--- src/rtl/dcache_load_unit_pkg.sv ---
// Shared definitions for the MEM-stage load-return path: funct3 load codes
// and the load FSM state type.
package dcache_load_unit_pkg;

   localparam logic [2:0] LB  = 3'b000;
   localparam logic [2:0] LH  = 3'b001;
   localparam logic [2:0] LW  = 3'b010;
   localparam logic [2:0] LBU = 3'b100;
   localparam logic [2:0] LHU = 3'b101;

   typedef enum logic [1:0] {
      IDLE = 2'b00,
      WAIT = 2'b01,
      HOLD = 2'b10
   } ld_state_t;

endpackage

--- src/rtl/dcache_load_unit_load_extend.sv ---
// Combinational byte/halfword/word extraction with sign/zero extension and
// alignment / funct3 legality check.
module load_extend
   import dcache_load_unit_pkg::*;
#(
   parameter int data_size = 32
) (
   input  logic [data_size-1:0] word,
   input  logic [2:0]           load_type,
   input  logic [1:0]           offset,
   output logic [data_size-1:0] data,
   output logic                 err
);

   logic [7:0]  byte_sel;
   logic [15:0] half_sel;

   always_comb begin
      byte_sel = word[8*offset +: 8];
      half_sel = word[16*offset[1] +: 16];
      data     = '0;
      err      = 1'b0;
      // Any error forces the data to zero so a faulting load never leaks bytes.
      case (load_type)
         LB:  data = {{(data_size-8){byte_sel[7]}}, byte_sel};
         LBU: data = {{(data_size-8){1'b0}}, byte_sel};
         LH: begin
            if (offset[0]) err = 1'b1;
            else           data = {{(data_size-16){half_sel[15]}}, half_sel};
         end
         LHU: begin
            if (offset[0]) err = 1'b1;
            else           data = {{(data_size-16){1'b0}}, half_sel};
         end
         LW: begin
            if (offset != 2'b00) err = 1'b1;
            else                 data = word;
         end
         default: err = 1'b1;
      endcase
   end

endmodule

--- src/rtl/dcache_load_unit.sv ---
// MEM-stage load return: waits out D-cache misses, extends the addressed
// data and buffers the result while the rest of the pipeline is frozen.
module dcache_load_unit
   import dcache_load_unit_pkg::*;
#(
   parameter int data_size = 32
) (
   input  logic                 clk,
   input  logic                 rst,
   input  logic                 MemRead_MEM,
   input  logic [2:0]           load_type,
   input  logic [1:0]           addr_offset,
   input  logic [data_size-1:0] Dcache_out,
   input  logic                 DC_stall,
   input  logic                 pipe_stall,
   output logic                 stall_MEM,
   output logic [data_size-1:0] load_data,
   output logic                 load_valid,
   output logic                 load_err
);

   ld_state_t state, state_nx;

   logic [2:0]           ld_type_p0;
   logic [1:0]           ld_off_p0;
   logic [data_size-1:0] hold_data_p1;
   logic                 hold_err_p1;

   logic [2:0]           ext_type;
   logic [1:0]           ext_off;
   logic [data_size-1:0] ext_data;
   logic                 ext_err;
   logic [data_size-1:0] ret_data;
   logic                 ret_err;
   logic                 accept;
   logic                 capture;
   logic                 fire;

   // The live request fields are only trusted on the accepting cycle.
   assign ext_type = (state == IDLE) ? load_type   : ld_type_p0;
   assign ext_off  = (state == IDLE) ? addr_offset : ld_off_p0;
   assign ret_data = (state == HOLD) ? hold_data_p1 : ext_data;
   assign ret_err  = (state == HOLD) ? hold_err_p1  : ext_err;

   load_extend #(
      .data_size (data_size)
   ) u_load_extend (
      .word      (Dcache_out),
      .load_type (ext_type),
      .offset    (ext_off),
      .data      (ext_data),
      .err       (ext_err)
   );

   always_comb begin
      state_nx  = state;
      accept    = 1'b0;
      capture   = 1'b0;
      fire      = 1'b0;
      stall_MEM = 1'b0;
      case (state)
         IDLE: begin
            if (MemRead_MEM) begin
               accept = 1'b1;
               if (DC_stall) begin
                  stall_MEM = 1'b1;
                  state_nx  = WAIT;
               end else if (pipe_stall) begin
                  capture  = 1'b1;
                  state_nx = HOLD;
               end else begin
                  fire = 1'b1;
               end
            end
         end
         WAIT: begin
            stall_MEM = 1'b1;
            if (!DC_stall) begin
               if (pipe_stall) begin
                  capture  = 1'b1;
                  state_nx = HOLD;
               end else begin
                  fire     = 1'b1;
                  state_nx = IDLE;
               end
            end
         end
         HOLD: begin
            if (!pipe_stall) begin
               fire     = 1'b1;
               state_nx = IDLE;
            end
         end
         default: state_nx = IDLE;
      endcase
   end

   // stage p0: request fields / held word; p1: registered result to MEM/WB
   always_ff @(posedge clk or posedge rst) begin
      if (rst) begin
         state        <= IDLE;
         ld_type_p0   <= '0;
         ld_off_p0    <= '0;
         hold_data_p1 <= '0;
         hold_err_p1  <= 1'b0;
         load_data    <= '0;
         load_err     <= 1'b0;
         load_valid   <= 1'b0;
      end else begin
         state      <= state_nx;
         load_valid <= fire;
         if (accept) begin
            ld_type_p0 <= load_type;
            ld_off_p0  <= addr_offset;
         end
         if (capture) begin
            hold_data_p1 <= ext_data;
            hold_err_p1  <= ext_err;
         end
         if (fire) begin
            load_data <= ret_data;
            load_err  <= ret_err;
         end
      end
   end

endmodule

--- config.mk ---
export PLATFORM = sky130hd
export DESIGN_NAME = dcache_load_unit
export DESIGN_NICKNAME = d
export VERILOG_FILES = /design/src/rtl/dcache_load_unit_pkg.sv /design/src/rtl/dcache_load_unit_load_extend.sv /design/src/rtl/dcache_load_unit.sv
export SDC_FILE = /design/constraint.sdc
export NUM_CORES = 1
export LEC_CHECK = 0
export ABC_AREA = 1
export CORE_ASPECT_RATIO = 0.8
export CORE_MARGIN = 1
export CORE_UTILIZATION = 51
export DETAILED_ROUTE_END_ITERATION = 16
export HOLD_SLACK_MARGIN = 0.15
export PLACE_DENSITY = 0.86
export SYNTH_ARGS = -nofsm -noshare
export SYNTH_HDL_FRONTEND = slang
export SYNTH_HIERARCHICAL = 1
export SYNTH_SLANG_ARGS = --single-unit
--- constraint.sdc ---
create_clock -name clk -period 5.4 [get_ports clk]
set_input_delay 1.08 -clock clk [delete_from_list [all_inputs] [get_ports clk]]
set_output_delay 1.08 -clock clk [all_outputs]
set_load 0.005 [all_outputs]
# After elaboration in Yosys (flattened, before gate mapping)
# Index checks and enable logic that the tools add are counted.
op_classes:
  mux: 31
  n_eq_ne: 10
  reduce_logical: 6
  shifts: 2
op_table:
  columns: ["operator", "n"]
  rows:
  - ["$pmux 32 s5", 1]
  - ["$mux 32", 3]
  - ["$shiftx 32x6->16", 1]
  - ["$shiftx 32x6->8", 1]
  - ["$mux 16", 1]
  - ["$mux 2", 7]
  - ["$mux 1", 13]
  - ["$eq 3x3->1 const B", 2]
  - ["$ne 2x2->1 const B", 3]
  - ["$pmux 1 s3", 2]
  - ["$pmux 2 s3", 1]
  - ["$pmux 1 s2", 2]
  - ["$reduce_and 4->1", 1]
  - ["$reduce_or 2->1", 2]
  - ["$eq 3x1->1 const B", 1]
  - ["$eq 3x2->1 const B", 1]
  - ["$logic_not 3->1", 1]
  - ["$mux 3", 1]
  - ["$ne 3x3->1 const B", 1]
  - ["$eq 2x1->1 const B", 1]
  - ["$eq 2x2->1 const B", 1]
  - ["$logic_not 2->1", 1]
  - ["$reduce_bool 2->1", 1]
word_totals:
  elab_cells: 57
  ff_bits: 74
  input_bits: 42
  out_inout_bits: 35

# Depth between registers and ports, before layout
# Gate-level depths: netlist of run 1.
logic_depth:
  depth_word: 6
  mapped_depth: 17
  ltp_nobuf: 15

# Cells and area by module
# The synthesis of run 1 kept the hierarchy.
by_module_without_submodules:
  columns: ["module", "seq_area_each_um2", "n_inst", "cells_per_inst", "area_per_inst_um2"]
  rows:
  - ["dcache_load_unit", 1851.8, 1, 444, 3452.1]
  - ["load_extend", 0.0, 1, 246, 1041.0]

# Least setup slack after synthesis of run 1
# OpenSTA, ideal clock, no wires.
synth_path:
  kind: "input port to output port"
  startpoint: "input port MemRead_MEM"
  endpoint: "output port stall_MEM"
  cell_stages: 2
  t_arrival_ns: 1.266
  t_required_ns: 4.320
  path_buffers: 0
  path_slack_ns: 3.054
  path_cell_list: "nand2_1 a21oi_1"
synth_via:
  elab_chain_len: 2
synth_lines:
  columns: ["item", "line_no", "source"]
  rows:
  - ["start, declared", "dcache_load_unit.sv:10", "input logic MemRead_MEM,"]
  - ["$mux 1", "dcache_load_unit.sv:63", "if (MemRead_MEM) begin"]
  - ["$pmux 1 s2", "dcache_load_unit.sv:61", "case (state)"]
  - ["end, declared", "dcache_load_unit.sv:16", "output logic stall_MEM,"]
# Every way passes these cells.

# Final worst setup path of run 1
# Same ends and word-level chain as after synthesis.

==> summary by stage, run 1 <==
Outcome
The flow ran to the end, and the final reports show no timing, DRC or antenna violations.

STA
The minimum period implied by the final worst setup slack is 3550 ps. Once routing completed, OpenROAD measured the worst setup slack at 1850 ps. Timing would allow up to 0.282 GHz.

The largest clock skew in the final design is 11.0 ps. Dividing the final minimum period by the clock period gives 65.7%. Setup repair after global routing left no endpoint under its margin.

The summed negative setup slack over all endpoints is 0 ps. The relative slew slack is 18.6%. The count of endpoints failing hold in the final timing report is 0.

Setup violations remaining at the end of the flow were counted as 0. The worst-margin pin slew is 1220 ps. The number of pins with negative max-slew slack in the final report is 0.

Job
The number of maximum-capacitance violations is 0.

Floorplan
The die covers 9190 um^2. The die is 86.0 um tall. From left edge to right edge, the die measures 107 um. The total number of placement rows is 30. The core box area is 8520 um^2. The I/O pin total is 77. The starting density of the core is 52.7%.

Place
The placement-stage worst setup slack is 1790 ps. The post-placement cell area is 5200 um^2. In this run the tool buffered the top-level ports with 76 buffer cells. Summed over all nets, the half-perimeter wirelength after detailed placement is 8.77 mm.

The congestion estimate from routability-driven global placement came to 0.933.

GRT
Global routing finished with a remaining overflow of 0. The number of antenna violations at the first check in global routing is 0. The first global-routing pass estimated 20.7 mm of wire.

Global routing used 28.9% of the available tracks. Entering global routing, the biggest net connects 68 pins. The via count of the first global-routing pass is 4,302.

Synth
The post-synth net total is 732. Yosys mapped the design onto 22 distinct sky130hd cell types. The proportion of netlist area held by the largest area contributor is 41.2%. In this run, synthesis inferred 0 flip-flops with an integrated enable. The most instantiated flip-flop cell in the synthesis netlist is sky130_fd_sc_hd__dfrtp_1. The synthesized design spends more area on one cell type than any other, namely sky130_fd_sc_hd__dfrtp_1. The portion of the post-synthesis area used by sequential elements is 41.2%. The total of flip-flops plus latches after synthesis is 74.

The Yosys step of the flow raised 6 warnings. By count the netlist is led by sky130_fd_sc_hd__nand2_1, sky130_fd_sc_hd__nand3_1, sky130_fd_sc_hd__dfrtp_1. Sorting the synthesized cells by area gives the leading types as sky130_fd_sc_hd__dfrtp_1, sky130_fd_sc_hd__nand2_1, sky130_fd_sc_hd__nand3_1. After synthesis, the share of flip-flops with an asynchronous set or reset is 100%.

The post-synthesis cell area is 4490 um^2. The cell count after synthesis is 690. In the post-synthesis netlist, the cell with the most instances is sky130_fd_sc_hd__nand2_1.

The average instance in the mapped netlist occupies 6.51 um^2.

Clock tree
In this run, CTS created clock tree buffers numbering 9. Gates resized during post-CTS repair numbered 0. After clock tree synthesis, the clock-pin slew on the worst setup and hold paths is 80 ps. The root cell of the clock tree is sky130_fd_sc_hd__clkbuf_8. The clock passes through at most 2 buffers.

The count of hold buffers inserted by post-cts repair is 0. After clock tree synthesis, the setup repair step added 0 buffers. The count of clock tree sinks is 74.

The number of H-tree branching levels is 3. The TritonCTS clock tree is done. The later pin in the worst-skew pair is clocked with a latency of 350 ps.

Setup path
The worst setup path is captured at an output pin. Traced cell by cell, the critical path runs through clkdlybuf4s50_1 > nand2_1 > a21oi_1 > clkdlybuf4s50_1. The largest driver fanout on the critical path is 4. The data arrival time at the worst-slack endpoint is 2470 ps. At the worst endpoint, the required time is 4320 ps. The worst setup path is of the in -> out kind. The slowest stage of the critical path is the sky130_fd_sc_hd__clkdlybuf4s50_1 cell.

The kind of launch point of the worst setup path is an input pin. The cell that appears most often on the critical path is sky130_fd_sc_hd__clkdlybuf4s50_1. The largest stage delay on the critical path is 610 ps.

Routing
The total wire length after detailed routing is 12.5 mm. The first detailed-routing pass took 7 iterations. The number of remaining DRC errors is 0. The first routing iteration left 305 violations.

Detailed routing inserted a total of 4,501 vias. The detailed-route wire length per cell is 14.5 um. After detailed routing, the number of vias per cell comes to 5.23. The count of nets left with antenna violations once routing finished came out at 0.

Power
The power density of the placed cells is 407 nW/um^2. The worst IR drop on VDD is 174 uV. Summed over all cells, the static leakage comes to 2.90 nW. The overall power of the completed layout is 2.19 mW.

Finish
The post-route cell area is 5390 um^2. The number of nets in the finished design is 785. The post-route netlist has 5.08% of its cells at a drive strength greater than 1. At the end of the flow the core is filled with cells to 63.2%. The number of antenna diodes in the final layout is 0. The area growth from synthesis to layout is 19.9%.

Hold path
The class of the tightest hold or removal check is reg -> reg.
==> state kept, by name, indices dropped and copies added, names as in the netlist <==
signal	count
hold_err_p1	1
hold_data_p1	32
ld_type_p0	3
load_err	1
ld_off_p0	2
load_data	32
load_valid	1
state	2
==> stage by stage <==
| stage | std cells | hold slack [ps] |
|---|---|---|
| after floorplan | 690 | 453 |
| final | 860 | 494 |
| after detailed placement | 844 | 475 |
| after global routing | 860 | 525 |
| after global placement | 844 | 467 |
| after CTS | 860 | 495 |
==> cells in the final DEF, fill, tap and decap left out <==
master and count:
sky130_fd_sc_hd__nand2_1 318, sky130_fd_sc_hd__nand3_1 77, sky130_fd_sc_hd__clkdlybuf4s50_1 76, sky130_fd_sc_hd__dfrtp_1 74, sky130_fd_sc_hd__inv_1 57, sky130_fd_sc_hd__nor2_1 42
sky130_fd_sc_hd__o21ai_0 28, sky130_fd_sc_hd__a21oi_1 20, sky130_fd_sc_hd__o21ai_1 15, sky130_fd_sc_hd__clkbuf_8 9, sky130_fd_sc_hd__nand2_2 7, sky130_fd_sc_hd__inv_2 5
sky130_fd_sc_hd__buf_4 4, sky130_fd_sc_hd__nor2_4 3, sky130_fd_sc_hd__nand3_2 2, sky130_fd_sc_hd__clkinv_2 2, sky130_fd_sc_hd__or2_1 1, sky130_fd_sc_hd__clkinv_4 1
sky130_fd_sc_hd__inv_6 1, sky130_fd_sc_hd__clkinvlp_4 1, sky130_fd_sc_hd__bufinv_16 1, sky130_fd_sc_hd__clkbuf_1 1, sky130_fd_sc_hd__nand2_4 1, sky130_fd_sc_hd__nor2_2 1
sky130_fd_sc_hd__o211ai_1 1
==> critical path: cells and delay by family <==
kind                   cells  cell delay [ps]
AO/OA/AOI/OAI              1              140
buffers and inverters      2             1130
AND/OR/NAND/NOR            1              110
==> cell type report <==
class	instances	area (um^2)
clock buffer	10	128
fill	796	3130
inverter	62	233
tap	112	140
multi-input combinational	516	2180
timing repair buffer	80	791
sequential	74	1850
clock inverter	6	65.1
==> routing by layer <==
| layer | part of all wire [%] | vias to the layer above | global-route usage [%] |
|---|---|---|---|
| met2 | 45 | 174 | 45.4 |
| met3 | 6.2 | 16 | 4.56 |
| met5 | 0 | - | 0 |
| met1 | 47 | 2068 | 41.5 |
| met4 | 1.1 | 0 | 7.97 |
| li1 | - | 2243 | - |
==> power by group <==
group          switching [mW]  leakage [nW]  internal (mW)
sequential              0.103         0.981          0.740
combinational           0.523          1.82          0.391
clock                   0.218        0.0966          0.215
total                   0.845          2.90           1.35
==> final timing paths <==
check,slack [ps],from,cells past startpoint,end
min reg2reg,490,hold_data_p1[16]$_DFFE_PP0P_,2,hold_data_p1[16]$_DFFE_PP0P_
max in group asynchronous,3170,rst,3,ld_off_p0[0]$_DFFE_PP0P_
min in group asynchronous,1260,rst,2,load_data[18]$_DFFE_PP0P_
max,1850,MemRead_MEM,4,stall_MEM
min,490,hold_data_p1[16]$_DFFE_PP0P_,2,hold_data_p1[16]$_DFFE_PP0P_
max reg2reg,2170,state[1]$_DFFE_PP0P_,12,load_data[30]$_DFFE_PP0P_
==> cell families (layout without fill, tap and decap cells) <==
kind of cell | Yosys count | count (layout) | synth area share, %
compound gates | 64 | 64 | 7.18
flops | 74 | 74 | 41.2
buf+inv | 100 | 158 | 10.2
simple gates | 452 | 452 | 41.4
(Power assumes the default switching activity.)
==> inputs of run 2 (changes only) <==
==> constraint.sdc (replaced) <==
create_clock -name clk -period 3.5 [get_ports clk]
set_input_delay 0.7 -clock clk [delete_from_list [all_inputs] [get_ports clk]]
set_output_delay 0.7 -clock clk [all_outputs]
set_load 0.005 [all_outputs]
==> summary by stage, run 2 (synthesis results as in run 1) <==
Outcome
The run finished with clean final reports.

Finish
From synthesis to final layout, the design area changed by 22.1%. The largest registers in the layout are hold_data_p1 x32, load_data x32, ld_type_p0 x3. Once layout is complete, the utilization of the core stands at 64.4%. The leading cell type in the layout, fill and taps excluded is sky130_fd_sc_hd__nand2_1. The antenna diode count is 0. The ratio of cells with drive above 1 in the final layout is 6.09%.

The top cell types in the final layout, fill and taps aside, are sky130_fd_sc_hd__nand2_1, sky130_fd_sc_hd__nand3_1, sky130_fd_sc_hd__clkdlybuf4s50_1. The number of nets in the finished design is 792.

Routing
The count of nets left with antenna violations after detail routing is 0. The total via count in the routed design is 4,655. After detailed routing, the number of remaining DRC violations is 0.

Before antenna repair, the detailed router went through 6 iterations. Summed over all layers, the routed wires come to 12.7 mm. For this block, the initial DRC count from the detailed router was 388. The number of vias per cell is 5.37.

The detailed-route wire length per cell is 14.7 um.

Power
Sequential cells burn 37.0% of the power. Net switching is 37.9% of the power. The analysis attributes to cell leakage a power of 2.95 nW. For this design the ratio of total power to cell area is 643 nW/um^2. The clock network is responsible for 22.4% of the overall power.

Combinational logic is responsible for 40.6% of the overall power. The net load switching power is 1.33 mW. The cell-internal power is 2.19 mW.

The worst IR drop on VDD is 299 uV.

STA
The relative slew slack is 42.3%. Setup repair after global routing left no endpoint under its margin. Static timing analysis puts the maximum clock frequency at 0.355 GHz. The count of endpoints failing hold in the final timing report was 0. Setup violations remaining at the end of the flow were counted as 0.

Across the routed clock network, the largest skew measured is 9.65 ps. The number of pins with negative max-slew slack in the final report is 0. Summed over all failing endpoints, the final setup total negative slack is 0 ps. The minimum period implied by the final worst setup slack is 2820 ps. The post-route clock period utilization is 80.5%.

At the pin with the least slew margin, the transition time is 856 ps.

Floorplan
The overall die area is 9190 um^2. The I/O pin total is 77. From left edge to right edge, the die measures 107 um. For this configuration, the core starts out at a cell density of 52.7%. The die span in y is 86.0 um. The core box area is 8520 um^2.

After floorplanning, the core was divided into 30 placement rows.

Place
Detailed placement finished with a half-perimeter wire length of 9.07 mm. Buffers placed on the I/O ports in this run total 76. The congestion estimate from routability-driven global placement came to 0.978.

Clock tree
The count of clock tree sinks is 74. Clock-pin slew was measured on the worst setup and hold paths at 90 ps. In this run, CTS created clock tree buffers numbering 9. The root buffer cell chosen for the clock tree is sky130_fd_sc_hd__clkbuf_8.

The count of hold buffers inserted by post-cts repair is 0. The number of gates resized after CTS was 0. TritonCTS built the clock tree. The later pin in the worst-skew pair is clocked with a latency of 360 ps.

The number of H-tree branching levels is 3. Post-CTS timing repair inserted 0 buffers for setup. Counting along the longest clock path gives a buffer depth of 2.

Setup path
Along the worst path, the maximum fanout reaches 26. For this run, the slowest stage of the critical path takes 520 ps. The most common cell type on the critical path is sky130_fd_sc_hd__nand2_1.

STA classifies the critical path startpoint as a register. The library cell contributing the largest single delay on the critical path is sky130_fd_sc_hd__nor2_4. Traced cell by cell, the critical path runs through nor2_4 > inv_1 > nand2_1 > o21ai_1 > nor2_4 > nand2_1 > nand2_2 > a21oi_1 > nand2_1 > nand2_1 > nand2_1 > nand2_1 > nand2_1.

The critical path in this run is classified as reg -> reg. The data arrival time at the worst-slack endpoint is 3120 ps. The data required time at the worst endpoint is 3800 ps. The worst setup path is captured at a register.

GRT
For this run, the total global-route usage over all layers was measured as 30.1%. The final global-route overflow total is 0. The number of antenna violations at the first check in global routing is 0. The via count of the first global-routing pass is 4,455. The maximum number of pins on one net before global-route repair is 68.

The global-route wire length before repair is 21.5 mm.

Hold path
The class of the tightest hold or removal check is reg -> reg.

Job
Across the run, the number of max-cap violations was 0.
run 2: critical path, delay by kind of cell (launching register included):
family                 cells  cell delay [ps]
and+or+nand+nor           10             1770
AOI/OAI and AO/OA          2              320
buffers and inverters      1              220
DFF                        1              450
run 2: final timing paths:
| kind | start | endpoint | slack [ps] | depth (start not counted) |
|---|---|---|---|---|
| max in group asynchronous | rst | hold_data_p1[22]$_DFFE_PP0P_ | 2020 | 3 |
| max reg2reg | state[0]$_DFFE_PP0P_ | load_data[18]$_DFFE_PP0P_ | 680 | 13 |
| min reg2reg | ld_type_p0[2]$_DFFE_PP0P_ | ld_type_p0[2]$_DFFE_PP0P_ | 490 | 2 |
| min | ld_type_p0[2]$_DFFE_PP0P_ | ld_type_p0[2]$_DFFE_PP0P_ | 490 | 2 |
| max | state[0]$_DFFE_PP0P_ | load_data[18]$_DFFE_PP0P_ | 680 | 13 |
| min in group asynchronous | rst | load_data[18]$_DFFE_PP0P_ | 710 | 2 |
run 2: cell type report:
| type | count | area [um^2] |
|---|---|---|
| clock buffers | 10 | 138 |
| clock inverters | 6 | 97.6 |
| fillers | 807 | 3040 |
| inverters | 62 | 233 |
| multi-input cells | 516 | 2180 |
| flip-flops and latches | 74 | 1850 |
| well taps | 112 | 140 |
| repair buffers | 87 | 843 |
run 2: power groups by stage:
stage	Sequential [mW]	Clock [mW]	Combinational (mW)
CTS	1.30	0.800	1.43
finish	1.30	0.791	1.43
global placement	1.29	0	1.38
global route	1.34	0.838	1.62
detailed placement	1.32	0	1.42
floorplan	1.30	0	0.863
run 2: routing by layer:
layer / GRT usage, % / wire length (um) / vias up
met4: 8.72 / 182 / 0
met5: 0 / 0 / -
li1: - / - / 2251
met2: 46.6 / 5750 / 192
met3: 5.40 / 894 / 16
met1: 43.2 / 5900 / 2196
run 2: metrics by stage:
stage	power, mW	hold slack [ps]	worst slack (ps)	std cells	area, um^2
5_1_grt	3.79	518	371	867	5480
3_3_place_gp	2.67	467	568	851	5250
6_report	3.52	493	682	867	5480
4_1_cts	3.53	497	738	867	5480
2_1_floorplan	2.16	453	918	690	4490
3_5_place_dp	2.74	474	519	851	5250
==> inputs of run 3 (changes only) <==
==> constraint.sdc (replaced) <==
create_clock -name clk -period 2.9 [get_ports clk]
set_input_delay 0.58 -clock clk [delete_from_list [all_inputs] [get_ports clk]]
set_output_delay 0.58 -clock clk [all_outputs]
set_load 0.005 [all_outputs]
==> summary by stage, run 3 (synthesis results as in run 1) <==
STA
Final hold analysis gives a worst-case slack of 491 ps. The minimum period implied by the final worst setup slack is 2640 ps. The count of endpoints failing hold in the final timing report is 0. The relative slew slack is 54.8%. Based on the critical path, the design can be clocked at up to 0.378 GHz. The number of pins with negative max-slew slack in the final report is 0. For the pin with the worst max-slew slack, the measured transition is 671 ps.

The largest clock skew in the final design is 6.15 ps. The summed negative setup slack over all endpoints is 0 ps. Setup repair after global routing left no endpoint under its margin. After layout, the worst path uses 91.2% of the clock period. The final setup violation count is 0.

Routing
The total wire length after detailed routing is 12.2 mm. The highest routed metal layer is met4. Detailed routing placed a total of 5.54 mm of wire on met2. The detailed router put a total of 5.63 mm of wire on met1.

After detailed routing, the number of remaining DRC violations is 0. The number of vias per cell is 5.27. The total via count in the routed design is 4,577. After detailed routing, the average wire length per cell comes to 14.1 um. The number of optimization iterations in the first detailed-route pass is 5.

For this block, the initial DRC count from the detailed router was 276. Once detail routing completed, the nets flagged for antenna violations numbered 0. The total length of routed met3 wires is 870 um.

Finish
For this run, the post-layout net count is 793. Cells with a size suffix above 1 make up 6.08% of the layout. The leading cell type in the layout, fill and taps excluded is sky130_fd_sc_hd__nand2_1. From synthesis to final layout, the design area changed by 22.3%.

The number of antenna diodes in the final layout is 0. In the final layout, the registers with the most flip-flops are hold_data_p1 x32, load_data x32, ld_type_p0 x3. In the layout the commonest cells are sky130_fd_sc_hd__nand2_1, sky130_fd_sc_hd__nand3_1, sky130_fd_sc_hd__clkdlybuf4s50_1.

Floorplan
The die is 107 um wide. The total number of placement rows is 30. For this configuration, the core starts out at a cell density of 52.7%. The I/O pin total is 77.

Measured along the y axis, the die boundary spans 86.0 um. The overall die area is 9190 um^2. The region available for standard cell placement spans 8520 um^2.

Power
The static leakage power is 2.95 nW. Power spread over the standard cell area amounts to 764 nW/um^2. VDD sags by at most 343 uV. The fraction of power consumed by sequential logic is 37.4%. The combinational cell fraction of total power is 41.3%. The clock share of power is 21.3%. The cell-internal power is 2.62 mW. In this run the power spent charging and discharging nets is 1.58 mW. Of the total power, the share spent switching nets is 37.7%.

Hold path
The startpoint identified for the worst hold timing path is ld_type_p0[2]$_DFFE_PP0P_. Along the worst hold path, the cell count comes to 2. The endpoint of the worst hold path is ld_type_p0[2]$_DFFE_PP0P_. In this run the worst hold path is classified as reg -> reg.

GRT
The final global-route overflow total is 0. The via count of the first global-routing pass is 4,268. The global-route wire length before repair is 20.4 mm. The number of antenna violations at the first check in global routing is 0.

Entering global routing, the biggest net connects 68 pins. The global-route total usage across every layer is 28.6%.

Clock tree
Clock-pin slew was measured on the worst setup and hold paths at 80 ps. The root cell of the clock tree is sky130_fd_sc_hd__clkbuf_8. Gates resized during post-CTS repair numbered 0.

The number of H-tree branching levels is 3. The number of setup buffers added after CTS is 0. The clock net in this run drives a total of 74 sinks. The clock passes through at most 2 buffers.

Clock latency on the worst-skew pair, taken at its later pin, is 360 ps. The CTS buffer count is 9. The TritonCTS clock tree is done.

Setup path
The worst setup path is of the in -> out kind. In this run the critical register-to-register path is captured at load_data[26]$_DFFE_PP0P_. Across all register-to-register paths, the minimum setup slack is 330 ps.

The length in cells of the worst reg-to-reg path is 14. For the worst setup path, the data required time is 2320 ps. In this run the worst path has a maximum fanout of 4. The reg-to-reg startpoint is state[0]$_DFFE_PP0P_. STA puts the critical path data arrival time at 2060 ps. The worst setup path is launched from an input pin. The worst setup path is captured at an output pin.

Outcome
The run finished with clean final reports.

Place
The port buffer count is 76. The wire-length estimate of the detail-placed layout is 8.59 mm. The congestion estimate from routability-driven global placement came to 0.936.

Job
The number of maximum-capacitance violations is 0.
## run 3: final cells by class
class | instances | area, um^2
multi-input combinational | 517 | 2190
tap | 112 | 140
inverter | 62 | 233
timing repair buffer | 87 | 868
fill | 809 | 3020
sequential | 74 | 1850
clock buffer | 10 | 128
clock inverter | 6 | 88.8
## run 3: critical path, cell delays in order
cell and delay (ps):
sky130_fd_sc_hd__clkdlybuf4s50_1 620, sky130_fd_sc_hd__nand2_1 110, sky130_fd_sc_hd__a21oi_1 200, sky130_fd_sc_hd__clkdlybuf4s50_1 550
## run 3: through the flow
| step | utilization, % | instances | area, um^2 | worst slack (ps) | total power [mW] |
|---|---|---|---|---|---|
| 2_1_floorplan | - | 690 | 4490 | 438 | 2.61 |
| 3_3_place_gp | 61.9 | 851 | 5270 | 207 | 3.22 |
| 3_5_place_dp | 61.9 | 851 | 5270 | 86.4 | 3.30 |
| 4_1_cts | 64.4 | 867 | 5490 | 167 | 4.21 |
| 5_1_grt | 64.5 | 868 | 5500 | 108 | 4.53 |
| 6_report | 64.5 | 868 | 5500 | 255 | 4.20 |
## run 3: power groups by stage
stage          clock, mW  sequential, mW  combinational, mW
4_1_cts            0.921            1.57               1.72
2_1_floorplan          0            1.57               1.04
3_5_place_dp           0            1.59               1.71
3_3_place_gp           0            1.57               1.66
6_report           0.895            1.57               1.73
5_1_grt            0.959            1.61               1.96
## run 3: what timing repair did
item | in CTS | in global routing
hold buffers | 0 | 0
endpoints found under the setup margin | 0 | 29
hold endpoints to repair | 0 | 0
## run 3: metal layers
metal | GRT usage [%] | vias to the layer above
met5 | 0 | -
met4 | 8.22 | 0
met3 | 6.76 | 21
met2 | 45.1 | 174
met1 | 39.2 | 2128
li1 | - | 2254
## run 3: how the worst max path moves through the flow
stage | endpoint | start | slack (ps) | cells past startpoint
after detailed placement | load_data[16]$_DFFE_PP0P_ | addr_offset[1] | 90 | 13
final | stall_MEM | MemRead_MEM | 260 | 4
after global placement | load_data[17]$_DFFE_PP0P_ | addr_offset[1] | 210 | 13
after floorplan | hold_data_p1[0]$_DFFE_PP0P_ | rst | 440 | 1
after CTS | load_data[16]$_DFFE_PP0P_ | state[0]$_DFFE_PP0P_ | 170 | 14
after global routing | load_data[16]$_DFFE_PP0P_ | state[0]$_DFFE_PP0P_ | 110 | 14
